===== src/rtl/pipe_mux_if.sv =====
// pipe_mux_if -- handshake and data bundle for pipe_mux.
//
// Purpose: groups the NSRC:1 source mux inputs, the upstream valid/ready pair,
// the flush strobe, the downstream valid/ready pair with head data, and the
// sticky select-error flag.
//
// Signals:
//   src       flattened sources, source k at [k*WIDTH +: WIDTH]
//   sel       source select, sampled on accept
//   in_valid  upstream offers a transfer
//   in_ready  block can accept this cycle
//   flush     synchronous discard of all buffered entries
//   out       head entry data (0 when empty)
//   out_sel   select stored with the head entry (0 when empty)
//   out_valid head entry present
//   out_ready downstream consumes the head entry
//   err       sticky out-of-range select flag
//
// Modports: master = traffic source/sink around the block, slave = pipe_mux.
interface pipe_mux_if #(
    parameter int WIDTH = 32,
    parameter int NSRC  = 4,
    parameter int SELW  = 2
);
    logic [NSRC*WIDTH-1:0] src;
    logic [SELW-1:0]       sel;
    logic                  in_valid;
    logic                  in_ready;
    logic                  flush;
    logic [WIDTH-1:0]      out;
    logic [SELW-1:0]       out_sel;
    logic                  out_valid;
    logic                  out_ready;
    logic                  err;

    modport master (
        output src, sel, in_valid, flush, out_ready,
        input  in_ready, out, out_sel, out_valid, err
    );

    modport slave (
        input  src, sel, in_valid, flush, out_ready,
        output in_ready, out, out_sel, out_valid, err
    );
endinterface


===== src/rtl/pipe_mux.sv =====
// pipe_mux -- NSRC:1 source mux feeding a 2-entry registered skid buffer.
//
// Purpose: on accept (in_valid && in_ready && !flush) the selected source slice
// (or zero when sel >= NSRC) is stored with its sel value. Entries leave in
// FIFO order on dequeue (out_valid && out_ready && !flush). in_ready depends
// only on registered occupancy, so there is no combinational path from
// in_valid or out_ready to in_ready. flush empties the buffer at the next edge.
//
// Ports:
//   clk    rising-edge clock
//   reset  asynchronous, active-high; empties the buffer and clears err
//   bus    pipe_mux_if.slave (src, sel, in_valid, in_ready, flush,
//          out, out_sel, out_valid, out_ready, err)
//
// Configuration macro: PIPE_MUX_SEL_ERR_EN
//   defined   -> err is a sticky register set by any accept with sel >= NSRC,
//                cleared only by reset
//   undefined -> err is tied to 0 and no register is built
module pipe_mux #(
    parameter int WIDTH = 32,
    parameter int NSRC  = 4,
    parameter int SELW  = 2
) (
    input  logic        clk,
    input  logic        reset,
    pipe_mux_if.slave   bus
);

    // Selected source slice; selects past the last source read as zero.
    function automatic logic [WIDTH-1:0] mux_src(
        input logic [NSRC*WIDTH-1:0] s,
        input logic [SELW-1:0]       k
    );
        logic [WIDTH-1:0] r;
        r = '0;
        for (int i = 0; i < NSRC; i++) begin
            if (int'(k) == i) r = s[i*WIDTH +: WIDTH];
        end
        return r;
    endfunction

    function automatic logic sel_out_of_range(input logic [SELW-1:0] k);
        return int'(k) >= NSRC;
    endfunction

    // Entry 0 (_p0) is always the head; entry 1 (_p1) is only valid when
    // entry 0 is, so occupancy = vld_p0 + vld_p1.
    logic [WIDTH-1:0] data_p0, data_p1;
    logic [SELW-1:0]  sel_p0,  sel_p1;
    logic             vld_p0,  vld_p1;

    logic [WIDTH-1:0] data_p0_n, data_p1_n;
    logic [SELW-1:0]  sel_p0_n,  sel_p1_n;
    logic             vld_p0_n,  vld_p1_n;

    logic             accept;
    logic             deq;
    logic [WIDTH-1:0] mux_data;

    assign mux_data = mux_src(bus.src, bus.sel);
    assign accept   = bus.in_valid && !vld_p1 && !bus.flush;
    assign deq      = vld_p0 && bus.out_ready && !bus.flush;

    // ---- Stage: mux -> skid buffer (next-state) ----
    always_comb begin
        data_p0_n = data_p0;
        data_p1_n = data_p1;
        sel_p0_n  = sel_p0;
        sel_p1_n  = sel_p1;
        vld_p0_n  = vld_p0;
        vld_p1_n  = vld_p1;

        // Dequeue shifts the second entry into the head slot.
        if (deq) begin
            data_p0_n = data_p1;
            sel_p0_n  = sel_p1;
            vld_p0_n  = vld_p1;
            vld_p1_n  = 1'b0;
        end

        // The new entry lands in the first free slot after any shift, which
        // keeps FIFO order and puts it at the head when occupancy was 1 and a
        // dequeue happened in the same cycle.
        if (accept) begin
            if (!vld_p0_n) begin
                data_p0_n = mux_data;
                sel_p0_n  = bus.sel;
                vld_p0_n  = 1'b1;
            end else begin
                data_p1_n = mux_data;
                sel_p1_n  = bus.sel;
                vld_p1_n  = 1'b1;
            end
        end

        // Flush overrides any simultaneous accept or dequeue.
        if (bus.flush) begin
            vld_p0_n = 1'b0;
            vld_p1_n = 1'b0;
        end
    end

    // ---- Stage: skid buffer registers ----
    always_ff @(posedge clk or posedge reset) begin
        if (reset) begin
            vld_p0  <= 1'b0;
            vld_p1  <= 1'b0;
            data_p0 <= '0;
            data_p1 <= '0;
            sel_p0  <= '0;
            sel_p1  <= '0;
        end else begin
            vld_p0  <= vld_p0_n;
            vld_p1  <= vld_p1_n;
            data_p0 <= data_p0_n;
            data_p1 <= data_p1_n;
            sel_p0  <= sel_p0_n;
            sel_p1  <= sel_p1_n;
        end
    end

    // ---- Stage: head outputs ----
    // Stale entry contents are masked so an empty buffer always presents zero.
    assign bus.in_ready  = !vld_p1;
    assign bus.out_valid = vld_p0;
    assign bus.out       = vld_p0 ? data_p0 : '0;
    assign bus.out_sel   = vld_p0 ? sel_p0  : '0;

`ifdef PIPE_MUX_SEL_ERR_EN
    logic err_q;

    // Sticky: flush does not clear it, only reset does.
    always_ff @(posedge clk or posedge reset) begin
        if (reset) begin
            err_q <= 1'b0;
        end else if (accept && sel_out_of_range(bus.sel)) begin
            err_q <= 1'b1;
        end
    end

    assign bus.err = err_q;
`else
    assign bus.err = 1'b0;
`endif

endmodule


===== src/flat_wrapper.sv =====
// flat-port wrapper written by rule: the top's interface ports become plain ports
module pipe_mux_flat 
#(
    parameter int WIDTH = 32,
    parameter int NSRC  = 4,
    parameter int SELW  = 2
)
  (clk, reset, bus_src, bus_sel, bus_in_valid, bus_flush, bus_out_ready, bus_in_ready, bus_out, bus_out_sel, bus_out_valid, bus_err);
  pipe_mux_if #(.WIDTH(WIDTH), .NSRC(NSRC), .SELW(SELW)) bus_i ();
  input  logic clk;
  input  logic reset;
  input wire logic [$bits(bus_i.src)-1:0] bus_src;
  input wire logic [$bits(bus_i.sel)-1:0] bus_sel;
  input wire logic [$bits(bus_i.in_valid)-1:0] bus_in_valid;
  input wire logic [$bits(bus_i.flush)-1:0] bus_flush;
  input wire logic [$bits(bus_i.out_ready)-1:0] bus_out_ready;
  output wire logic [$bits(bus_i.in_ready)-1:0] bus_in_ready;
  output wire logic [$bits(bus_i.out)-1:0] bus_out;
  output wire logic [$bits(bus_i.out_sel)-1:0] bus_out_sel;
  output wire logic [$bits(bus_i.out_valid)-1:0] bus_out_valid;
  output wire logic [$bits(bus_i.err)-1:0] bus_err;
  assign bus_i.src = bus_src;
  assign bus_i.sel = bus_sel;
  assign bus_i.in_valid = bus_in_valid;
  assign bus_i.flush = bus_flush;
  assign bus_i.out_ready = bus_out_ready;
  assign bus_in_ready = bus_i.in_ready;
  assign bus_out = bus_i.out;
  assign bus_out_sel = bus_i.out_sel;
  assign bus_out_valid = bus_i.out_valid;
  assign bus_err = bus_i.err;
  pipe_mux #(.WIDTH(WIDTH), .NSRC(NSRC), .SELW(SELW)) u_core (.clk(clk), .reset(reset), .bus(bus_i));
endmodule

===== config.mk =====
export PLATFORM = sky130hd
export DESIGN_NAME = pipe_mux_flat
export DESIGN_NICKNAME = d
export VERILOG_FILES = /design/src/rtl/pipe_mux_if.sv /design/src/rtl/pipe_mux.sv /design/src/flat_wrapper.sv
export SDC_FILE = /design/constraint.sdc
export NUM_CORES = 1
export LEC_CHECK = 0
export CAP_MARGIN = 25
export CORE_MARGIN = 8
export CORE_UTILIZATION = 44
export CTS_CLUSTER_DIAMETER = 40
export DETAILED_ROUTE_END_ITERATION = 16
export PLACE_DENSITY = 0.8
export REMOVE_ABC_BUFFERS = 1
export SLEW_MARGIN = 20
export SYNTH_ARGS = -nofsm -noshare
export SYNTH_HDL_FRONTEND = slang
export SYNTH_SLANG_ARGS = --single-unit

===== constraint.sdc =====
create_clock -name clk -period 2.4 [get_ports clk]
set_clock_uncertainty 0.2 [all_clocks]
set_input_delay 0.24 -clock clk [delete_from_list [all_inputs] [get_ports clk]]
set_output_delay 0.24 -clock clk [all_outputs]
set_load 0.01 [all_outputs]

# == Yosys cells after proc, flatten, opt, wreduce, memory -nomap -nowiden ==
# Index checks and enable logic that the tools add are counted.
# word_totals
ff_bits,70
elab_cells,36
input_bits,135
# classes
n_eq_ne,3
muxes,19
n_reduce_logical,8
# ops
cell,count
$mux W32,8
$mux W2,4
$mux W1,7
$eq A2 B2 Y1 const B,2
$logic_and A1 B1 Y1,4
$eq A2 B1 Y1 const B,1
$logic_not A1 Y1,2
$logic_not A2 Y1,1
$reduce_and A2 Y1,1

# == Logic depth before layout (Yosys ltp) ==
# Gate-level depths: netlist of the first run.
# logic_depth
depth_word,7
mapped_depth,4

# == Worst setup path after synthesis of the first run ==
# OpenSTA, ideal clock, no wires.
# synth_timing
path_kind,reg2reg
from,reg u_core.vld_p0 (netlist: u_core.bus.out_valid)
to,reg u_core.data_p0[2]
t_arrival_ns,1.378
path_slack_ns,0.698
path_buffers,1
period_less_slack_ns,1.702
setup_time_ns,0.125
path_stages_with_launch,5
cell_sequence,dfrtp_1 inv_1 o21ai_2 buf_4 mux2_2
# synth_via
elab_chain_cells,5
elab_cells_between_ends,6
cone_classes,mux (4); reduce/logical (2)
# synth_rtl
item,line_no,text
start: declaration,pipe_mux.sv:50,"logic vld_p0, vld_p1;"
start signal: assignment,pipe_mux.sv:113,vld_p0 <= vld_p0_n;
$logic_and A1 B1 Y1 (2 in series),pipe_mux.sv:62,assign deq = vld_p0 && bus.out_ready && !bus.flush;
$mux W32 or $mux W1 (tied branches),pipe_mux.sv:74,if (deq) begin
$mux W32,pipe_mux.sv:85,if (!vld_p0_n) begin
$mux W32 *,pipe_mux.sv:84,if (accept) begin
net u_core.data_p0_n[2],pipe_mux.sv:52,"logic [WIDTH-1:0] data_p0_n, data_p1_n;"
end signal: assignment,pipe_mux.sv:115,data_p0 <= data_p0_n;
end: declaration,pipe_mux.sv:48,"logic [WIDTH-1:0] data_p0, data_p1;"
# Mark *: on every way through the listed nets, which the timed path passes. The rest lies on a longest branch.
# A chain may end at the register's enable or synchronous reset.

# == Worst setup path after layout of the first run ==
# layout_timing
from,reg u_core.vld_p0 (netlist: u_core.bus.out_valid)
to,out bus_out_sel[0]
# layout_via
elab_chain_cells,1
# layout_rtl
item,line_no,text
$mux W2,pipe_mux.sv:127,assign bus.out_sel = vld_p0 ? sel_p0 : '0;
end: declaration,flat_wrapper.sv:19,output wire logic [$bits(bus_i.out_sel)-1:0] bus_out_sel;
# No other way between the ends.

==> results.sh, run 1 <==
export IMPL_grt_pass1_wl_microns=17300
export IMPL_synth_seq_cells=70
export IMPL_ff2ff_setup_slack_ns=0.51
export IMPL_clk_pin_slew_ns=0.07
export IMPL_syn2layout_area_growth_pct=47.0
export IMPL_slew_violations=0
export IMPL_critical_path_buf_inv_count=2
export IMPL_dpl_cell_area_sq_mm=0.00605
export IMPL_io_buffers=170
export IMPL_synth_cell_types=22
export IMPL_final_util_pct=66.9
export IMPL_synth_most_common_cell="mux2_2"
export IMPL_synth_edf_count=0
export IMPL_grt_max_degree=71
export IMPL_cts_setup_buffers=0
export IMPL_fin_cells=571
export IMPL_overflow=0
export IMPL_die_w_microns=114
export IMPL_yosys_area_top_type="dfrtp_1"
export IMPL_cts_htree_levels=3
export IMPL_antenna_found_initial=0
export IMPL_drt_first_pass_iters=4
export IMPL_fin_crit_sh_pct=87.8
export IMPL_start_util_pct=45.5
export IMPL_cp_top_family="buffers and inverters"
export IMPL_wl_microns=10600
export IMPL_num_antenna_cells=0
export IMPL_grt_pass1_vias=3505
export IMPL_routed_via_density=5.14
export IMPL_path_cells="buf_12 > and2_1 > clkdlybuf4s50_1"
export IMPL_drc=0
export IMPL_drtIter0Drc=81
export IMPL_p_per_area_mw_per_mm2=602
export IMPL_ir_drop_v=0.000291
export IMPL_reg2regPathDepth=5
export IMPL_die_h_microns=114
export IMPL_dp_cells=558
export IMPL_cellLeakagePower_uw=0.00262
export IMPL_dr_total_vias=2934
export IMPL_min_period_ns=2.11
export IMPL_clock_sinks=70
export IMPL_yosys_warnings=0
export IMPL_cts_root_buf="clkbuf_8"
export IMPL_core_area_sq_mm=0.00928
export IMPL_fmax_mhz=475
export IMPL_max_cap_viol_count=0
export IMPL_wl_per_cell_microns=18.6
export IMPL_clock_path_buffers=2
export IMPL_io_pins=172
export IMPL_ys_seq_area_share_pct=41.5
export IMPL_cp_arrival_ns=1.67
export IMPL_synth_area_leaders="dfrtp_1, mux2_2, mux4_2"
export IMPL_synth_top_area_share_pct=41.5
export IMPL_async_flop_share_pct=100
export IMPL_finalHoldViolCount=0
export IMPL_ant_nets=0
export IMPL_tritoncts="yes"
export IMPL_ys_top_cells_by_count="mux2_2, dfrtp_1, and2_1"
export IMPL_synth_area_per_cell_sq_um=15.5
export IMPL_gr_usage_all_layers_pct=16.9
export IMPL_dp_hpwl_microns=7900
export IMPL_numCtsBuffers=9
export IMPL_synthCells=273
export IMPL_crit_required_ns=1.96
export IMPL_cts_hold_buffers=0
export IMPL_globalplace_congestion=0.724
export IMPL_hold_path_class="input pin to asynchronous set/reset pin"
export IMPL_status="complete, no violations"
export IMPL_worst_path_max_fanout=40
export IMPL_synth_flop_cell="dfrtp_1"
export IMPL_fin_area_sq_mm=0.00621
export IMPL_cp_end_kind="primary output"
export IMPL_rsz0062_at_grt="no"
export IMPL_rows=35
export IMPL_cts_resized=0
export IMPL_crit_type="register to primary output"
export IMPL_die_area_sq_mm=0.0130
export IMPL_cpPeakStageDelay_ns=0.57
export IMPL_reg2reg_from="u_core.bus.out_valid$_DFF_PP0_"
export IMPL_critPathSlowestCell="clkdlybuf4s50_1"
export IMPL_synth_area_sq_mm=0.00422
export IMPL_final_setup_viol_count=0
export IMPL_clock_latency_ns=0.33
export IMPL_rr_endpoint="u_core.data_p0[4]$_DFF_PP0_"
export IMPL_final_layout_size_suffix_gt1_share_pct=34.4
export IMPL_fin_nets=575
export IMPL_setup_worst_path_start_class="register"
export IMPL_n_fill_cell=718
[logic make-up after synthesis]
logic type	share of synthesized area, %
mux	46.8
flops	41.5
simple gates	6.16
buf+inv	4.65
compound gates	0.800
other cells	0.0888
[worst min-delay path, cell delays in order]
cell and delay, ns:
clkdlybuf4s50_1 0.41, inv_2 0.07, buf_12 0.31
[how the worst max path moves through the flow]
stage / slack (ns) / end / from / depth (start not counted)
after floorplan: -0.60 / u_core.data_p0[0]$_DFF_PP0_ / u_core.bus.out_valid$_DFF_PP0_ / 3
after global placement: 0.29 / u_core.data_p0[4]$_DFF_PP0_ / bus_out_ready / 5
after detailed placement: 0.21 / u_core.data_p0[4]$_DFF_PP0_ / bus_flush / 5
after CTS: 0.26 / bus_out_sel[0] / u_core.bus.out_valid$_DFF_PP0_ / 3
after global routing: 0.21 / bus_out[2] / u_core.bus.out_valid$_DFF_PP0_ / 3
final: 0.29 / bus_out_sel[0] / u_core.bus.out_valid$_DFF_PP0_ / 3
[flip-flops by register name (all words and copies together) (netlist names)]
name                  flops
u_core.data_p0           32
u_core.data_p1           32
u_core.sel_p0             2
u_core.sel_p1             2
u_core.bus.out_valid      1
u_core.vld_p1             1
[through the flow]
stage / hold WS (ns) / TNS (ns) / setup WS, ns / power (uW)
after CTS: 0.119 / 0 / 0.260 / 3790
after floorplan: 0.103 / -18.69 / -0.603 / 2400
after global placement: 0.273 / 0 / 0.291 / 2880
after global routing: 0.143 / 0 / 0.206 / 3960
final: 0.0885 / 0 / 0.293 / 3740
after detailed placement: 0.283 / 0 / 0.211 / 2960
[layout by cell type, fill, tap and decap left out, drive strengths merged]
cell type	count
o21ai	1
clkdlybuf4s50	168
nand3b	2
nor3b	1
nand2	1
clkbuf	11
and2	34
dfrtp	70
clkinv	2
a21oi	2
inv	3
a21o	1
a211oi	1
conb	1
buf	10
mux2	102
mux4	32
[layer usage]
metal / vias to the layer above / share of wire, % / wire length, microns / track usage [%]
met2: 105 / 53 / 5650 / 30.9
li1: 1344 / - / - / -
met5: - / 0 / 0 / 0
met4: 0 / 0.71 / 76 / 3.19
met1: 1480 / 38 / 4060 / 17.6
met3: 5 / 8.0 / 855 / 7.13
[final cells by class]
class,count,area [sq um],share of cell area [%]
inverter,3,11.3,0.181
clock buffer,11,151,2.44
multi-input combinational,178,2280,36.8
tap,129,161,2.60
sequential,70,1750,28.2
timing repair buffer,178,1840,29.6
clock inverter,2,10.0,0.161
[power by group]
group	switching [uW]	internal (uW)	total (uW)
logic	373	874	1250
registers	155	1520	1680
clock network	402	411	813
total	930	2810	3740
No activity file was read; power rests on OpenSTA's default activity.
==> run 2, diff against run 1 <==
Settings changed: RECOVER_POWER from default to 100.
==> run 2 against run 1 <==
  * The run now ends with capacitance limit, slew limit left
  * Hold slack improved by 0.16 ns
  * Die area did not move
  * Combinational power fell by 10%
  * Non-clock buffer count did not move
  * First-iteration DRC count fell by 20%
  * Global-route usage did not move
  * Worst setup slack got worse by 0.066 ns
  * Sequential power barely moved
  * Maximum frequency fell by 3.1%
  * Critical path depth did not move
  * Highest routed layer unchanged
==> results.sh, run 2 (synthesis results as in run 1) <==
export IMPL_ff2ff_setup_slack_ns=0.30
export IMPL_routed_via_density=5.15
export IMPL_tritoncts="yes"
export IMPL_final_util_pct=65.5
export IMPL_cts_hold_buffers=0
export IMPL_numCtsBuffers=9
export IMPL_dp_slack_ns=0.211
export IMPL_layout_commonest_cell="clkdlybuf4s50_1"
export IMPL_min_to="u_core.data_p0[14]$_DFF_PP0_"
export IMPL_dp_cells=558
export IMPL_slew_violations=71
export IMPL_grt_max_degree=71
export IMPL_fin_cells=571
export IMPL_clock_sinks=70
export IMPL_io_buffers=170
export IMPL_num_antenna_cells=0
export IMPL_drtIter0Drc=65
export IMPL_globalplace_congestion=0.724
export IMPL_relSlewSlack_pct=-5.70
export IMPL_wl_per_cell_microns=18.7
export IMPL_reg2regPathDepth=4
export IMPL_cts_htree_levels=3
export IMPL_ant_nets=0
export IMPL_grt_pass1_vias=3505
export IMPL_worst_slack_ns=0.227
export IMPL_hold_start="bus_sel[1]"
export IMPL_cp_end_kind="primary output"
export IMPL_hold_path_class="input pin to register"
export IMPL_core_area_sq_mm=0.00928
export IMPL_drt_first_pass_iters=4
export IMPL_violations="capacitance limit, slew limit"
export IMPL_finalHoldViolCount=0
export IMPL_min_period_ns=2.17
export IMPL_die_area_sq_mm=0.0130
export IMPL_setup_worst_path_start_class="register"
export IMPL_seq_area_sq_mm=0.00175
export IMPL_overflow=0
export IMPL_worst_pin_slew_ns=1.59
export IMPL_die_w_microns=114
export IMPL_clock_latency_ns=0.33
export IMPL_start_util_pct=45.5
export IMPL_clock_path_buffers=2
export IMPL_wl_microns=10700
export IMPL_crit_required_ns=1.96
export IMPL_rsz0062_at_grt="no"
export IMPL_syn2layout_area_growth_pct=44.0
export IMPL_n_fill_cell=738
export IMPL_whs_ns=0.252
export IMPL_cts_setup_buffers=0
export IMPL_cp_arrival_ns=1.73
export IMPL_cts_resized=0
export IMPL_worst_path_max_fanout=40
export IMPL_rows=35
export IMPL_io_pins=172
export IMPL_hold_depth=3
export IMPL_multi_input_area_sq_mm=0.00220
export IMPL_gr_usage_all_layers_pct=16.9
export IMPL_rr_endpoint="u_core.data_p1[1]$_DFFE_PP0P_"
export IMPL_clk_pin_slew_ns=0.07
export IMPL_fmax_mhz=460
export IMPL_top_regs="u_core.data_p0 (32), u_core.data_p1 (32)"
export IMPL_final_layout_size_suffix_gt1_share_pct=29.0
export IMPL_p_per_area_mw_per_mm2=594
export IMPL_dp_hpwl_microns=7900
export IMPL_ir_drop_v=0.000289
export IMPL_status="finished with violations"
export IMPL_final_setup_viol_count=0
export IMPL_dr_total_vias=2939
export IMPL_fin_crit_sh_pct=90.6
export IMPL_layout_common_cells="clkdlybuf4s50_1, mux2_2, dfrtp_1, dlygate4sd3_1, and2_1"
export IMPL_cts_root_buf="clkbuf_8"
export IMPL_die_h_microns=114
export IMPL_reg2reg_from="u_core.vld_p1$_DFF_PP0_"
export IMPL_crit_type="register to primary output"
export IMPL_finalPower_uw=3610
export IMPL_max_cap_viol_count=1
export IMPL_antenna_found_initial=0
export IMPL_fin_nets=575
export IMPL_grt_pass1_wl_microns=17300
export IMPL_cellLeakagePower_uw=0.00259
export IMPL_drc=0
==> run 2: where the power goes <==
group,internal (uW),switching [uW]
Combinational,760,362
Sequential,1520,158
Clock,411,401
Total,2690,921
==> run 2: how the worst max path moves through the flow <==
stage                                        start                          end  slack, ns
global route        u_core.bus.out_valid$_DFF_PP0_                   bus_out[2]       0.14
detailed placement                       bus_flush  u_core.data_p0[4]$_DFF_PP0_       0.21
CTS                 u_core.bus.out_valid$_DFF_PP0_               bus_out_sel[0]       0.26
global placement                     bus_out_ready  u_core.data_p0[4]$_DFF_PP0_       0.29
finish              u_core.bus.out_valid$_DFF_PP0_               bus_out_sel[0]       0.23
floorplan           u_core.bus.out_valid$_DFF_PP0_  u_core.data_p0[0]$_DFF_PP0_      -0.60
==> run 2: metal layers <==
metal	share of wire, %	vias to the layer above	track usage [%]
met4	0.70	0	3.19
li1	-	1347	-
met1	39	1484	17.6
met2	53	103	30.9
met3	8.0	5	7.13
met5	0	-	0
==> run 2: area by class of cell <==
type | instances | area share [%]
Clock inverter | 2 | 0.165
Clock buffer | 11 | 2.49
Sequential cell | 70 | 28.8
Multi-Input combinational cell | 178 | 36.1
Tap cell | 129 | 2.65
Inverter | 3 | 0.185
Timing Repair Buffer | 178 | 29.6
==> run 2: stage by stage <==
stage	setup TNS, ns	instance area, sq um
final	0	6080
after global placement	0	6050
after detailed placement	0	6050
after CTS	0	6210
after global routing	0	6080
after floorplan	-18.69	4040
==> run 2: critical path: stages (launching register included) <==
cell and delay [ns]:
dfrtp_1 0.38, buf_12 0.21, and2_1 0.15, dlygate4sd3_1 0.64
==> run 3, diff against run 2 <==
Settings changed: CORE_UTILIZATION 44 to 45, CTS_BUF_LIST from default to sky130_fd_sc_hd__clkbuf_4 sky130_fd_sc_hd__clkbuf_8, PLACE_DENSITY 0.8 to 0.81.
==> run 3 against run 2 <==
  * Critical path depth is the same
  * The run now ends clean
  * Clock-buffer cell count grew 2
  * Critical endpoint is now bus_out[30]
  * Worst setup slack lost 0.099 ns
==> results.sh, run 3 (synthesis results as in run 1) <==
export IMPL_globalplace_congestion=0.713
export IMPL_rsz0062_at_grt="no"
export IMPL_drc=0
export IMPL_dr_total_vias=2942
export IMPL_fin_crit_sh_pct=94.7
export IMPL_overflow=0
export IMPL_gr_usage_met3_pct=5.64
export IMPL_slew_violations=0
export IMPL_ff2ff_setup_slack_ns=0.26
export IMPL_die_area_sq_mm=0.0127
export IMPL_min_to="u_core.data_p1[18]$_DFFE_PP0P_"
export IMPL_combinationalPowerShare_pct=30.5
export IMPL_cts_htree_levels=3
export IMPL_top_regs="u_core.data_p0 (32), u_core.data_p1 (32)"
export IMPL_clock_path_buffers=2
export IMPL_top_usage_layer="met2"
export IMPL_ant_nets=0
export IMPL_gr_usage_all_layers_pct=17.2
export IMPL_reg2reg_from="u_core.bus.out_valid$_DFF_PP0_"
export IMPL_hold_start="u_core.data_p1[18]$_DFFE_PP0P_"
export IMPL_layout_commonest_cell="clkdlybuf4s50_1"
export IMPL_drt_first_pass_iters=4
export IMPL_grt_pass1_wl_microns=17300
export IMPL_final_setup_viol_count=0
export IMPL_clk_pin_slew_ns=0.07
export IMPL_setup_worst_path_start_class="register"
export IMPL_clock_sinks=70
export IMPL_met1_usage_pct=18.2
export IMPL_p_switching_uw=906
export IMPL_die_w_microns=113
export IMPL_crit_type="register to primary output"
export IMPL_finalHoldViolCount=0
export IMPL_num_antenna_cells=0
export IMPL_numCtsBuffers=9
export IMPL_worst_pin_slew_ns=0.968
export IMPL_cpPeakStageDelay_ns=0.62
export IMPL_hold_depth=1
export IMPL_reg2regPathDepth=4
export IMPL_tritoncts="yes"
export IMPL_wl_microns=10500
export IMPL_final_util_pct=65.9
export IMPL_p_per_area_mw_per_mm2=601
export IMPL_io_pins=172
export IMPL_drtIter0Drc=61
export IMPL_grtUsageMet2_pct=31.0
export IMPL_final_layout_size_suffix_gt1_share_pct=29.2
export IMPL_n_fill_cell=747
export IMPL_rows=35
export IMPL_dpl_cell_area_sq_mm=0.00602
export IMPL_die_h_microns=113
export IMPL_relSlewSlack_pct=35.5
export IMPL_crit_required_ns=1.96
export IMPL_fin_nets=574
export IMPL_cell_internal_pwr_uw=2740
export IMPL_cts_root_buf="clkbuf_8"
export IMPL_syn2layout_area_growth_pct=43.5
export IMPL_swShare_pct=24.9
export IMPL_critPathSlowestCell="dlygate4sd3_1"
export IMPL_max_cap_viol_count=0
export IMPL_clock_latency_ns=0.33
export IMPL_cellLeakagePower_uw=0.00257
export IMPL_pwr_share_clk_pct=23.5
export IMPL_ir_drop_v=0.000262
export IMPL_rr_endpoint="u_core.data_p0[21]$_DFF_PP0_"
export IMPL_fin_area_sq_mm=0.00606
export IMPL_routed_via_density=5.32
export IMPL_cp_end_kind="primary output"
export IMPL_layout_common_cells="clkdlybuf4s50_1, mux2_2, dfrtp_1, dlygate4sd3_1, and2_1"
export IMPL_cts_hold_buffers=0
export IMPL_dp_hpwl_microns=7870
export IMPL_antenna_found_initial=0
export IMPL_grt_pass1_vias=3528
export IMPL_core_area_sq_mm=0.00920
export IMPL_grt_max_degree=71
export IMPL_wl_per_cell_microns=19.0
export IMPL_fmax_mhz=440
export IMPL_start_util_pct=45.9
export IMPL_io_buffers=170
export IMPL_min_period_ns=2.27
export IMPL_hold_path_class="register to register"
export IMPL_worst_path_max_fanout=29
export IMPL_path_cells="buf_12 > and2_1 > dlygate4sd3_1"
export IMPL_p_seq_share_pct=46.0
export IMPL_cp_arrival_ns=1.83
export IMPL_status="complete, no violations"
## run 3: cell count changes in the layout (fill, tap and decap cells not counted), sizes merged
cell / delta
clkdlybuf4s50: +1
clkbuf: +3
buf: -2
dlygate4sd3: -1
clkinv: -1
## run 3: power by group through the flow
stage / Clock, uW / Combinational (uW) / Sequential (uW)
3_3_place_gp: 0 / 1200 / 1670
2_1_floorplan: 0 / 758 / 1650
6_report: 856 / 1110 / 1680
4_1_cts: 888 / 1260 / 1680
3_5_place_dp: 0 / 1260 / 1700
5_1_grt: 935 / 1210 / 1720
## run 3: routing by layer
| metal | up-vias | routed length [microns] | share of wire [%] |
|---|---|---|---|
| met2 | 106 | 5530 | 53 |
| met3 | 16 | 836 | 8.0 |
| li1 | 1351 | - | - |
| met4 | 0 | 193 | 1.8 |
| met1 | 1469 | 3950 | 38 |
| met5 | - | 0 | 0 |
## run 3: worst max-delay path by stage
| stage | start | endpoint | depth (start not counted) |
|---|---|---|---|
| floorplan | u_core.bus.out_valid$_DFF_PP0_ | u_core.data_p0[0]$_DFF_PP0_ | 3 |
| global placement | bus_flush | u_core.data_p0[12]$_DFF_PP0_ | 5 |
| detailed placement | bus_flush | u_core.data_p0[31]$_DFF_PP0_ | 5 |
| CTS | u_core.bus.out_valid$_DFF_PP0_ | bus_out_sel[1] | 3 |
| global route | u_core.bus.out_valid$_DFF_PP0_ | bus_out[6] | 3 |
| finish | u_core.bus.out_valid$_DFF_PP0_ | bus_out[30] | 3 |
## run 3: critical path: cells and delay by family (launching register included)
kind                   cells  cell delay (ns)
AND/OR/NAND/NOR            1             0.15
flip-flops                 1             0.51
buffers and inverters      2             0.83
## run 3: repair_timing
action | 4_1_cts | 5_1_grt
resized for setup | 1 | 0
buffers inserted | 0 | 0
endpoints found under the setup margin | 12 | 0
## run 3: area by class of cell
class / count / area, sq um / area share (%)
Timing Repair Buffer: 177 / 1790 / 29.6
Sequential cell: 70 / 1750 / 28.9
Inverter: 3 / 11.3 / 0.186
Multi-Input combinational cell: 178 / 2190 / 36.1
Clock buffer: 13 / 173 / 2.85
Tap cell: 111 / 139 / 2.29
Clock inverter: 1 / 5.00 / 0.0825
## run 3: per-stage QoR
stage,hold slack (ns),total power [uW],TNS [ns],cells,setup slack (ns)
2_1_floorplan,0.103,2400,-18.69,251,-0.603
3_3_place_gp,0.270,2880,0,539,0.279
3_5_place_dp,0.291,2960,0,539,0.227
4_1_cts,0.126,3830,0,553,0.122
5_1_grt,0.314,3870,0,553,0.0274
6_report,0.300,3640,0,553,0.128
